<file path="config.mk">
export PLATFORM = sky130hd
export DESIGN_NAME = k12a_mem_arbiter
export DESIGN_NICKNAME = d
export VERILOG_FILES = /design/src/rtl/k12a_mem_arbiter.sv
export SDC_FILE = /design/constraint.sdc
export NUM_CORES = 1
export LEC_CHECK = 0
export ABC_CLOCK_PERIOD_IN_PS = 4050
export CAP_MARGIN = 20
export CORE_MARGIN = 2
export CORE_UTILIZATION = 45
export DETAILED_ROUTE_END_ITERATION = 7
export PLACE_DENSITY_LB_ADDON = 0.08
export SYNTH_ARGS = -nofsm -noshare
export SYNTH_HDL_FRONTEND = slang
export SYNTH_SLANG_ARGS = --single-unit
</file>
<file path="constraint.sdc">
create_clock -name cpu_clock -period 4.05 [get_ports cpu_clock]
set_input_delay 0.81 -clock cpu_clock [delete_from_list [all_inputs] [get_ports cpu_clock]]
set_output_delay 0.81 -clock cpu_clock [all_outputs]
set_load 0.01 [all_outputs]
</file>
<file path="src/rtl/k12a_mem_arbiter.sv">
`default_nettype none
// ============================================================================
// Module   : k12a_mem_arbiter
// Purpose  : Shares the asynchronous memory port between the k12a core and a
//            loader/debug port; the core keeps priority, the loader cannot starve.
// Revision : 1.0 - initial release
// ============================================================================
module k12a_mem_arbiter #(
  parameter int STROBE_CYCLES = 1,
  parameter int MAX_WAIT      = 8
) (
  input  logic        cpu_clock,
  input  logic        reset,
  input  logic        cpu_halted,
  input  logic        cpu_mem_enable,
  input  logic        cpu_mem_write,
  input  logic [15:0] cpu_addr,
  input  logic [7:0]  cpu_wdata,
  output logic [7:0]  cpu_rdata,
  output logic        cpu_stall,
  input  logic        ld_req,
  input  logic        ld_write,
  input  logic [15:0] ld_addr,
  input  logic [7:0]  ld_wdata,
  output logic        ld_ack,
  output logic [7:0]  ld_rdata,
  output logic [15:0] mem_addr,
  output logic [7:0]  mem_wdata,
  input  logic [7:0]  mem_rdata,
  output logic        mem_oe,
  output logic        mem_we,
  output logic        owner
);

  localparam logic [1:0] c_STROBE_LOAD = 2'(STROBE_CYCLES - 1);
  localparam logic [3:0] c_MAX_WAIT    = 4'(MAX_WAIT);

  typedef enum logic [2:0] {
    ST_CPU       = 3'd0,
    ST_LD_SETUP  = 3'd1,
    ST_LD_STROBE = 3'd2,
    ST_LD_READ   = 3'd3,
    ST_LD_HOLD   = 3'd4,
    ST_LD_RESP   = 3'd5
  } state_t;

  state_t      r_state;
  state_t      w_next_state;
  logic [15:0] r_ld_addr;
  logic [7:0]  r_ld_wdata;
  logic        r_ld_write;
  logic [1:0]  r_strobe_cnt;
  logic [3:0]  r_wait_cnt;
  logic        r_cooldown;
  logic        r_cpu_stall;
  logic [7:0]  r_ld_rdata;

  logic        w_grant;
  logic [15:0] w_mem_addr;
  logic [7:0]  w_mem_wdata;
  logic        w_mem_oe;
  logic        w_mem_we;

  // A halted core needs no breathing room, so cooldown only blocks a running one.
  assign w_grant = ld_req
                 & (cpu_halted | ~cpu_mem_enable | (r_wait_cnt == c_MAX_WAIT))
                 & (~r_cooldown | cpu_halted);

  always_comb begin
    w_next_state = r_state;
    w_mem_addr   = r_ld_addr;
    w_mem_wdata  = r_ld_wdata;
    w_mem_oe     = 1'b0;
    w_mem_we     = 1'b0;
    case (r_state)
      ST_CPU: begin
        w_mem_addr  = cpu_addr;
        w_mem_wdata = cpu_wdata;
        w_mem_oe    = cpu_mem_enable & ~cpu_mem_write;
        w_mem_we    = cpu_mem_enable & cpu_mem_write;
        if (w_grant) begin
          w_next_state = ST_LD_SETUP;
        end
      end
      ST_LD_SETUP: begin
        w_mem_oe     = ~r_ld_write;
        w_next_state = r_ld_write ? ST_LD_STROBE : ST_LD_READ;
      end
      ST_LD_STROBE: begin
        w_mem_we = 1'b1;
        if (r_strobe_cnt == 2'd0) begin
          w_next_state = ST_LD_HOLD;
        end
      end
      ST_LD_READ: begin
        w_mem_oe     = 1'b1;
        w_next_state = ST_LD_RESP;
      end
      ST_LD_HOLD: begin
        w_next_state = ST_LD_RESP;
      end
      ST_LD_RESP: begin
        w_next_state = ST_CPU;
      end
      default: begin
        w_next_state = ST_CPU;
      end
    endcase
  end

  always_ff @(posedge cpu_clock) begin
    if (reset) begin
      r_state      <= ST_CPU;
      r_cpu_stall  <= 1'b0;
      r_ld_addr    <= 16'h0000;
      r_ld_wdata   <= 8'h00;
      r_ld_write   <= 1'b0;
      r_strobe_cnt <= 2'd0;
      r_wait_cnt   <= 4'd0;
      r_cooldown   <= 1'b0;
      r_ld_rdata   <= 8'h00;
    end else begin
      r_state     <= w_next_state;
      r_cpu_stall <= (w_next_state != ST_CPU);
      r_wait_cnt  <= 4'd0;
      case (r_state)
        ST_CPU: begin
          r_cooldown <= 1'b0;
          if (w_grant) begin
            r_ld_addr  <= ld_addr;
            r_ld_wdata <= ld_wdata;
            r_ld_write <= ld_write;
          end else if (ld_req && (r_wait_cnt != c_MAX_WAIT)) begin
            r_wait_cnt <= r_wait_cnt + 4'd1;
          end else if (ld_req) begin
            r_wait_cnt <= r_wait_cnt;
          end
        end
        ST_LD_SETUP: begin
          r_strobe_cnt <= c_STROBE_LOAD;
        end
        ST_LD_STROBE: begin
          if (r_strobe_cnt != 2'd0) begin
            r_strobe_cnt <= r_strobe_cnt - 2'd1;
          end
        end
        ST_LD_READ: begin
          r_ld_rdata <= mem_rdata;
        end
        ST_LD_RESP: begin
          r_cooldown <= 1'b1;
        end
        default: begin
        end
      endcase
    end
  end

  // Strobes are gated by reset so an aborted access never writes in the reset cycle.
  assign mem_addr  = w_mem_addr;
  assign mem_wdata = w_mem_wdata;
  assign mem_oe    = w_mem_oe & ~reset;
  assign mem_we    = w_mem_we & ~reset;
  assign cpu_rdata = mem_rdata;
  assign cpu_stall = r_cpu_stall;
  assign ld_ack    = (r_state == ST_LD_RESP) & ~reset;
  assign ld_rdata  = r_ld_rdata;
  assign owner     = (r_state != ST_CPU);

endmodule
`default_nettype wire

</file>
# Yosys cells after proc, flatten, opt, wreduce, memory -nomap -nowiden
# Cells that the tools add are included.
[totals] ff_bits=44 latch_bits=0 ramBits=0 rom_bits=0 in_bits=63 output_inout_bits=45 n_memories=0
[op_classes] add_sub_neg=2 mul=0 n_div=0 order_cmp=0 eq_ne=9 shift=0 muxes=13 bitwise_logic=16 reduce_logical=12
[op_table] cell="16-bit 2-to-1 mux" count=1
[op_table] cell="3-bit one-hot mux with 4 select lines" count=1
[op_table] cell="4-bit 2-to-1 mux" count=2
[op_table] cell="8-bit 2-to-1 mux" count=1
[op_table] cell="1-bit bitwise AND" count=7
[op_table] cell="3-bit by 2-bit equality test with 1-bit output, second input constant" count=2
[op_table] cell="3-bit equality test, second input constant" count=2
[op_table] cell="3-bit 2-to-1 mux" count=2
[op_table] cell="1-bit inverter" count=6
[op_table] cell="2-bit nonzero test" count=3
[op_table] cell="3-bit nonzero test" count=2
[op_table] cell="4-bit by 1-bit adder with 4-bit output, second input constant" count=1
[op_table] cell="4-bit equality test, second input constant" count=1
[op_table] cell="4-bit != test, second input constant" count=1
[op_table] cell="1-bit one-hot mux with 2 select lines" count=2
[op_table] cell="2-bit one-hot mux with 2 select lines" count=1
[op_table] cell="2-bit AND reduction" count=2
[op_table] cell="3-bit by 1-bit equality test with 1-bit output, second input constant" count=1
[op_table] cell="3-bit logical NOT" count=1
[op_table] cell="1-bit OR" count=3
[op_table] cell="1-bit one-hot mux with 3 select lines" count=1
[op_table] cell="3-bit OR reduction" count=1
[op_table] cell="2-bit logical NOT" count=1
[op_table] cell="2-bit 2-to-1 mux" count=1
[op_table] cell="other kinds (6)" count=6

# Depth between registers and ports, before layout
# Gate-level depths: netlist of run 1.
[depth] ltp_word=8 depth_mapped=6

# Worst setup path after synthesis of run 1
# Ideal clock, no wire load.
[synth_timing] path_kind="in2out" startpoint="in reset" endpoint="out mem_we" arrival_ps=1566 slack_ps=1674 path_stages=3 cell_sequence="clkbuf_1 > clkbuf_1 > nor4_1"
[synth_via] elab_chain_len=2
[synth_rtl] element="from (decl)" line="13" rtl="input logic reset,"
[synth_rtl] element="1-bit inverter" line="163" rtl="assign mem_we = w_mem_we & ~reset;"
[synth_rtl] element="1-bit bitwise AND" line="163"
[synth_rtl] element="to (decl)" line="31" rtl="output logic mem_we,"
# Every way passes these cells.

# Worst setup path in the final report of run 1
[layout_timing] startpoint="reg r_state[1]" endpoint="out mem_addr[6]"
[layout_via] elab_chain_len=2
[layout_rtl] element="from (decl)" line="47" rtl="state_t r_state;"
[layout_rtl] element="from (signal assigned)" line="123" rtl="r_state <= w_next_state;"
[layout_rtl] element="3-bit logical NOT" line="75" rtl="case (r_state)"
[layout_rtl] element="16-bit 2-to-1 mux" line="75"
[layout_rtl] element="to (decl)" line="27" rtl="output logic [15:0] mem_addr,"
# Every way passes these cells.

==> summary.txt, run 1 <==
Synth
  • EDFF count, synth: 0
  • Number of library cell types mapped by synthesis: 34
  • Synthesized flop and latch total: 44
  • Cell taking the most area after synthesis: sky130_fd_sc_hd__dfxtp_1
  • Count leader, synth: sky130_fd_sc_hd__nand2b_1
  • Cells taking the most area after synthesis: sky130_fd_sc_hd__dfxtp_1 (37%), sky130_fd_sc_hd__mux2i_1 (14%), sky130_fd_sc_hd__nand2b_1 (13%)
  • Net count after synthesis: between 300 and 400
  • Gate count of the mapped netlist: roughly 250
  • Synth warn: 0
  • Summed instance area of the synthesized netlist: about 2400 µm²
  • Sequential share of the synthesized area: 0.369
  • Commonest cells in the netlist: sky130_fd_sc_hd__nand2b_1 (51), sky130_fd_sc_hd__dfxtp_1 (44), sky130_fd_sc_hd__mux2i_1 (34), sky130_fd_sc_hd__mux2_2 (24), sky130_fd_sc_hd__clkbuf_1 (14)
  • Most used flip-flop cell after synthesis: sky130_fd_sc_hd__dfxtp_1
  • Share of the synthesized area in the top cell type: 0.369
  • Share of flip-flops with an asynchronous set or reset after synthesis: 0
  • Mean post-synth cell area: ~9.7 µm²

Worst setup path
  • Register-to-register setup slack: between 1.5 and 2 ns
  • Critical register-to-register path startpoint: r_state[1]
  • Critical-path maximum fanout: 26
  • Worst path max stage delay: approximately 0.48 ns
  • Path length in cells of the critical path: 4
  • Cells traversed along the worst timing path: nor3_4 > buf_4 > mux2_2 > clkdlybuf4s50_1
  • Buf/Inv on CP: 2
  • Kind of cell with the highest combined delay on the critical path: buffers and inverters
  • Critical R2R Capture: r_ld_addr[11]
  • Critical Path Start Type: flip-flop
  • Data arrival, critical path: 2.20 ns
  • Critical path required time: 3.24 ns
  • Worst Setup SP: r_state[1]
  • Worst reg-to-reg path cell count: 6
  • Critical Path End: mem_addr[6]
  • Worst setup path category: flip-flop to primary output
  • Critical path's slowest cell: sky130_fd_sc_hd__clkdlybuf4s50_1
  • Crit path capture type: primary output

Min path
  • Hold-critical path depth: 2
  • Worst Hold Class: flip-flop to flip-flop

STA
  • Min setup slack post-route: 1.04 ns
  • Transition time of the tightest slew-check pin: just over 0.5 ns
  • Highest achievable clock rate: between 300 and 400 MHz
  • Final Max Slew Viols: 0
  • Share of the clock period used by the worst path after layout: 0.744
  • Fin. Hold Viols: 0
  • Final setup TNS: 0 ns
  • Final critical delay including setup and external delays: roughly 3 ns
  • Final number of setup-violating endpoints: 0
  • RSZ-0062 raised after global routing: no
  • Layout Skew: ~0.0085 ns
  • Remaining max-slew budget at the tightest pin: 0.656

Power and ir drop
  • Net Sw Power: between 300 and 400 µW
  • Worst-case vdd ir drop: about 0.22 mV
  • Proportion of total power due to net switching: 0.278
  • Relative contribution of sequential cells to total power: 0.379
  • Leakage Power: 0.00137 µW
  • Clock network fraction of design power: 0.246
  • Pwr dens: approximately 380 nW/µm²
  • Internal Dissipation: a little under 1000 µW
  • Portion of total power attributed to combinational logic: 0.374

Placement
  • Number of I/O port buffers: about 110
  • DP Area: roughly 3400 µm²
  • Detailed placer's ending HPWL: approximately 3800 µm
  • Gp weighted congestion: about 0.7
  • Setup WS pre-CTS: around 1.0 ns
  • Number of instances in the placed design: 402

Die
  • Initial cell density of the core: 0.467
  • Die Y: about 77 µm
  • Count of standard-cell rows: 26
  • I/O pin cnt: ~110
  • Chip Width: 76.8 µm
  • Area of the core: approximately 5100 µm²
  • Total Die Area: approximately 6000 µm²

Routing
  • Detailed Route Iter0 Violations: 15
  • Mean routed wirelength per cell: between 10 and 15 µm
  • Number of iterations in the first detailed-routing pass: 4
  • Average via count per standard cell: around 4.9
  • Post-DRT Antenna Nets: 0
  • Post-route DRC: 0
  • Total wirelength of the detailed-routed design: ~5200 µm
  • Overall via count from detail_route: between 1,500 and 2,000

CTS
  • Depth of the CTS H-tree: 2
  • Clock-pin slew reported for the worst setup and hold paths after clock tree synthesis: approximately 0.080 ns
  • Clock Sink Count: 44
  • Number of hold buffers added after cts: 0
  • Number of instances resized during post-cts repair: 0
  • Master cell of the clock root buffer: sky130_fd_sc_hd__clkbuf_8
  • Largest buffer count on any clock path: 2
  • Post-CTS setup-driven buffer insertion count: 0
  • Clock latency at the later pin of the worst-skew pair: between 0.2 and 0.3 ns
  • Clock tree from TritonCTS: yes
  • TritonCTS Buffers: 5

Global route
  • All-Layer GR Usage: 0.176
  • Initial antenna violation count: 0
  • Total congestion overflow: 0
  • Number of global-route vias before repair: 1,857
  • First-pass GRT wire length: 8470 µm
  • Pin count of the biggest net entering global routing: 69

Final layout
  • Number of non-filler instances in the completed layout: between 400 and 500
  • Post-route cell area: 3530 µm²
  • Fraction of final layout cells sized beyond drive strength 1: 0.118
  • P&R area growth vs syn: 48.2%
  • Net count, final: roughly 400
  • Diode count: 0

Job
  • Number of max-capacitance violations reported: 0

Outcome
  • Result of the run: finished, final reports clean
==> how the worst min path moves through the flow <==
| stage | start | end | slack, ns |
|---|---|---|---|
| 6_report | r_ld_addr[0] | r_ld_addr[0] | 0.47 |
| 3_3_place_gp | r_ld_addr[5] | r_ld_addr[5] | 0.46 |
| 5_1_grt | r_ld_addr[10] | r_ld_addr[10] | 0.49 |
| 4_1_cts | r_ld_addr[0] | r_ld_addr[0] | 0.48 |
| 3_5_place_dp | r_ld_addr[12] | r_ld_addr[12] | 0.46 |
| 2_1_floorplan | r_ld_addr[0] | r_ld_addr[0] | 0.45 |
==> state kept, by name, indices dropped and copies added, names as in the netlist <==
register	flops
cpu_stall	1
ld_rdata	8
r_cooldown	1
r_ld_addr	16
r_ld_wdata	8
r_ld_write	1
r_state	3
r_strobe_cnt	2
r_wait_cnt	4
==> metrics by stage <==
step	hold slack [ns]	power (µW)	util
finish	0.472	1330	0.692
global route	0.494	1410	0.692
CTS	0.482	1350	0.692
detailed placement	0.465	1020	0.671
global placement	0.459	1010	0.671
floorplan	0.446	791	-
==> cell usage in the layout (no fill, tap or decap), types with 5 or more instances in the layout <==
cell type	n
sky130_fd_sc_hd__mux2_2	24
sky130_fd_sc_hd__nor3_1	6
sky130_fd_sc_hd__clkdlybuf4s50_1	106
sky130_fd_sc_hd__dfxtp_1	44
sky130_fd_sc_hd__nand2b_1	51
sky130_fd_sc_hd__a21oi_1	6
sky130_fd_sc_hd__mux2i_1	34
sky130_fd_sc_hd__inv_1	8
sky130_fd_sc_hd__clkbuf_8	5
sky130_fd_sc_hd__nor2_1	12
==> worst register-to-register path, stage by stage (launching register included) <==
cell and delay [ns]:
sky130_fd_sc_hd__dfxtp_1 0.47, sky130_fd_sc_hd__nor3_4 0.23, sky130_fd_sc_hd__buf_4 0.35, sky130_fd_sc_hd__inv_2 0.10, sky130_fd_sc_hd__a2111oi_4 0.27, sky130_fd_sc_hd__buf_4 0.43
sky130_fd_sc_hd__mux2i_1 0.26
==> power by group through the flow <==
stage          sequential, µW  clock [µW]  combinational [µW]
5_1_grt                   513         357                 537
3_3_place_gp              515           0                 499
2_1_floorplan             499           0                 292
3_5_place_dp              516           0                 505
4_1_cts                   506         341                 508
6_report                  506         329                 500
==> per-layer routing <==
| layer | track usage | wire length (µm) | vias to the layer above |
|---|---|---|---|
| met4 | 0.0655 | 77 | 0 |
| met3 | 0.0529 | 318 | 8 |
| li1 | - | - | 1015 |
| met1 | 0.205 | 2170 | 912 |
| met5 | 0 | 0 | - |
| met2 | 0.305 | 2610 | 59 |
==> cells by family after synthesis <==
| kind of cell | Yosys count | synth area share |
|---|---|---|
| muxes | 58 | 0.256 |
| adders and majority gates | 3 | 0.0157 |
| DFF | 44 | 0.369 |
| buffers and inverters | 33 | 0.0708 |
| xor gates and xnor gates | 3 | 0.0110 |
| AOI/OAI and AO/OA | 18 | 0.0572 |
| and+or+nand+nor | 87 | 0.220 |
==> cell type report <==
type	count	area [µm²]
Clock buffer	6	72.6
Clock inverter	2	35.0
Tap cell	70	87.6
Timing Repair Buffer	110	1090
Inverter	9	33.8
Fill cell	456	1570
Sequential cell	44	881
Multi-Input combinational cell	169	1340
Power figures use the tool's default switching activity.
==> run 2: changes to the inputs <==
Settings changed: ABC_CLOCK_PERIOD_IN_PS 4050 to 2700, CORE_UTILIZATION 45 to 38.
Clock period 4.05 ns to 2.7 ns, I/O delays scaled along.
==> run 2 against run 1 <==
Against the previous run: wire length decreased by 0.97%; clock-buffer cell count is the same; combinational power rose by 61%; sequential share of layout area fell by 0.31 points; global-route usage is 2.5 points lower; sequential power rose by 46%; power is 48% higher; clock power grew 32%; non-clock buffer count grew 3.
==> summary.txt, run 2 (same netlist as run 1, synthesis figures left out) <==
Worst setup path
  • Critical path required time: between 2 and 2.5 ns
  • Data arrival, critical path: about 2.0 ns
  • Critical path's slowest cell: sky130_fd_sc_hd__clkdlybuf4s50_1
  • Worst path max stage delay: 0.50 ns
  • Cells traversed along the worst timing path: nor3_4 > buf_12 > mux2_2 > clkdlybuf4s50_1
  • Crit path capture type: primary output
  • Critical-path maximum fanout: 26
  • Worst setup path category: flip-flop to primary output
  • Buf/Inv on CP: 2
  • Kind of cell with the highest combined delay on the critical path: buffers and inverters
  • Critical Path Start Type: flip-flop

Routing
  • Overall via count from detail_route: 1,988
  • Mean routed wirelength per cell: 12.3 µm
  • Total wirelength of the detailed-routed design: 5130 µm
  • Post-route DRC: 0
  • Detailed Route Iter0 Violations: between 40 and 50
  • Average via count per standard cell: roughly 4.8
  • Number of iterations in the first detailed-routing pass: 4
  • Post-DRT Antenna Nets: 0

STA
  • Final Max Slew Viols: 0
  • Final number of setup-violating endpoints: 0
  • Final critical delay including setup and external delays: 2.50 ns
  • Final setup TNS: 0 ns
  • Remaining max-slew budget at the tightest pin: 0.658
  • Transition time of the tightest slew-check pin: about 0.51 ns
  • Highest achievable clock rate: 400 MHz
  • RSZ-0062 raised after global routing: no
  • Layout Skew: between 0.004 and 0.005 ns
  • Share of the clock period used by the worst path after layout: 0.926
  • Fin. Hold Viols: 0

Die
  • Area of the core: 5990 µm²
  • Total Die Area: 6930 µm²
  • I/O pin cnt: ~110
  • Die Y: 83.2 µm
  • Initial cell density of the core: 0.398
  • Count of standard-cell rows: 28
  • Chip Width: around 83 µm

Global route
  • Initial antenna violation count: 0
  • Pin count of the biggest net entering global routing: 69
  • First-pass GRT wire length: a little under 9000 µm
  • Highest-utilization routing layer at the global route stage: met2
  • All-Layer GR Usage: 0.151
  • Total congestion overflow: 0
  • Global-route track usage on met3: 0.0427
  • GR Layer Usage met2: 0.254
  • Number of global-route vias before repair: approximately 1,900
  • GR Util met1: 0.187

Final layout
  • Net count, final: around 410
  • Multi-input gate area: 1340 µm²
  • Area occupied by registers: approximately 900 µm²
  • Commonest cells after routing, fill and taps aside: sky130_fd_sc_hd__clkdlybuf4s50_1 (106), sky130_fd_sc_hd__nand2b_1 (51), sky130_fd_sc_hd__dfxtp_1 (44)
  • Diode count: 0
  • Filler cells: between 500 and 600
  • Fraction of final layout cells sized beyond drive strength 1: 0.128
  • Utilization after layout: 0.597
  • Most common library cell in the layout ignoring fill and taps: sky130_fd_sc_hd__clkdlybuf4s50_1
  • Largest Register: r_ld_addr
  • Number of flip-flops in the largest register: 16
  • P&R area growth vs syn: 50.0%

CTS
  • Depth of the CTS H-tree: 2
  • TritonCTS Buffers: 5
  • Clock latency at the later pin of the worst-skew pair: 0.29 ns
  • Clock Sink Count: 44
  • Number of instances resized during post-cts repair: 0
  • Master cell of the clock root buffer: sky130_fd_sc_hd__clkbuf_8
  • Clock tree from TritonCTS: yes
  • Clock-pin slew reported for the worst setup and hold paths after clock tree synthesis: approximately 0.080 ns
  • Post-CTS setup-driven buffer insertion count: 0
  • Number of hold buffers added after cts: 0
  • Largest buffer count on any clock path: 2

Job
  • Number of max-capacitance violations reported: 0

Power and ir drop
  • Worst-case vdd ir drop: roughly 0.28 mV
  • Pwr dens: 552 nW/µm²
  • Leakage Power: 0.00138 µW

Placement
  • Number of I/O port buffers: around 110
  • Gp weighted congestion: 0.731
  • Detailed placer's ending HPWL: 3740 µm

Outcome
  • Result of the run: finished, final reports clean

Min path
  • Worst Hold Class: flip-flop to flip-flop
run 2: cell types whose count changed in the layout (fill, tap and decap cells not counted):
cell,previous run,this run
sky130_fd_sc_hd__buf_12,0,2
sky130_fd_sc_hd__buf_4,3,4
sky130_fd_sc_hd__bufinv_16,1,0
sky130_fd_sc_hd__clkbuf_1,1,0
sky130_fd_sc_hd__clkbuf_8,5,6
sky130_fd_sc_hd__clkinv_2,1,0
sky130_fd_sc_hd__clkinvlp_4,0,2
run 2: layer usage:
metal	up-vias	wire length, µm
met5	-	0
met1	901	2270
met3	7	326
met4	0	69
li1	1022	-
met2	58	2470
run 2: worst paths after layout:
| check | slack, ns | to | startpoint | cells past startpoint |
|---|---|---|---|---|
| worst min-delay path | 0.48 | r_ld_addr[10] | r_ld_addr[10] | 2 |
| worst min register to register | 0.48 | r_ld_addr[10] | r_ld_addr[10] | 2 |
| worst max register to register | 0.88 | r_ld_wdata[0] | r_wait_cnt[0] | 6 |
| worst max-delay path | 0.20 | mem_addr[13] | r_state[1] | 4 |
run 2: worst min-delay path, stage by stage (launching register included):
cell and delay (ns):
sky130_fd_sc_hd__dfxtp_1 0.31, sky130_fd_sc_hd__nand2b_1 0.06, sky130_fd_sc_hd__mux2i_1 0.06
run 2: stage by stage:
step / power (µW) / hold WS (ns) / cell area (µm²) / setup WS [ns] / cells
floorplan: 1190 / 0.446 / 2380 / 0.714 / 246
global placement: 1560 / 0.458 / 3480 / 0.284 / 410
detailed placement: 1560 / 0.462 / 3480 / 0.255 / 410
CTS: 2010 / 0.482 / 3580 / 0.160 / 418
global route: 2090 / 0.486 / 3580 / 0.0957 / 418
finish: 1980 / 0.475 / 3580 / 0.199 / 418
run 2: where the power goes:
group | leakage (µW) | internal (µW) | switching (µW)
combinational | 0.000982 | 496 | 309
sequential | 0.000359 | 704 | 33.5
clock | 0.0000434 | 207 | 226
total | 0.00138 | 1410 | 569
run 2: area by class of cell:
| cell class | count | area share |
|---|---|---|
| multi-input cells | 169 | 0.373 |
| repair buffers | 113 | 0.318 |
| flip-flops and latches | 44 | 0.246 |
| well taps | 75 | 0.0262 |
| clock buffers | 6 | 0.0231 |
| inverters | 9 | 0.00944 |
| clock inverters | 2 | 0.00420 |
==> run 3: changes to the inputs <==
Settings changed: CTS_CLUSTER_DIAMETER set to 200.
==> results of run 3 <==
No change in the layout: final DEF, timing and power equal those of run 2.
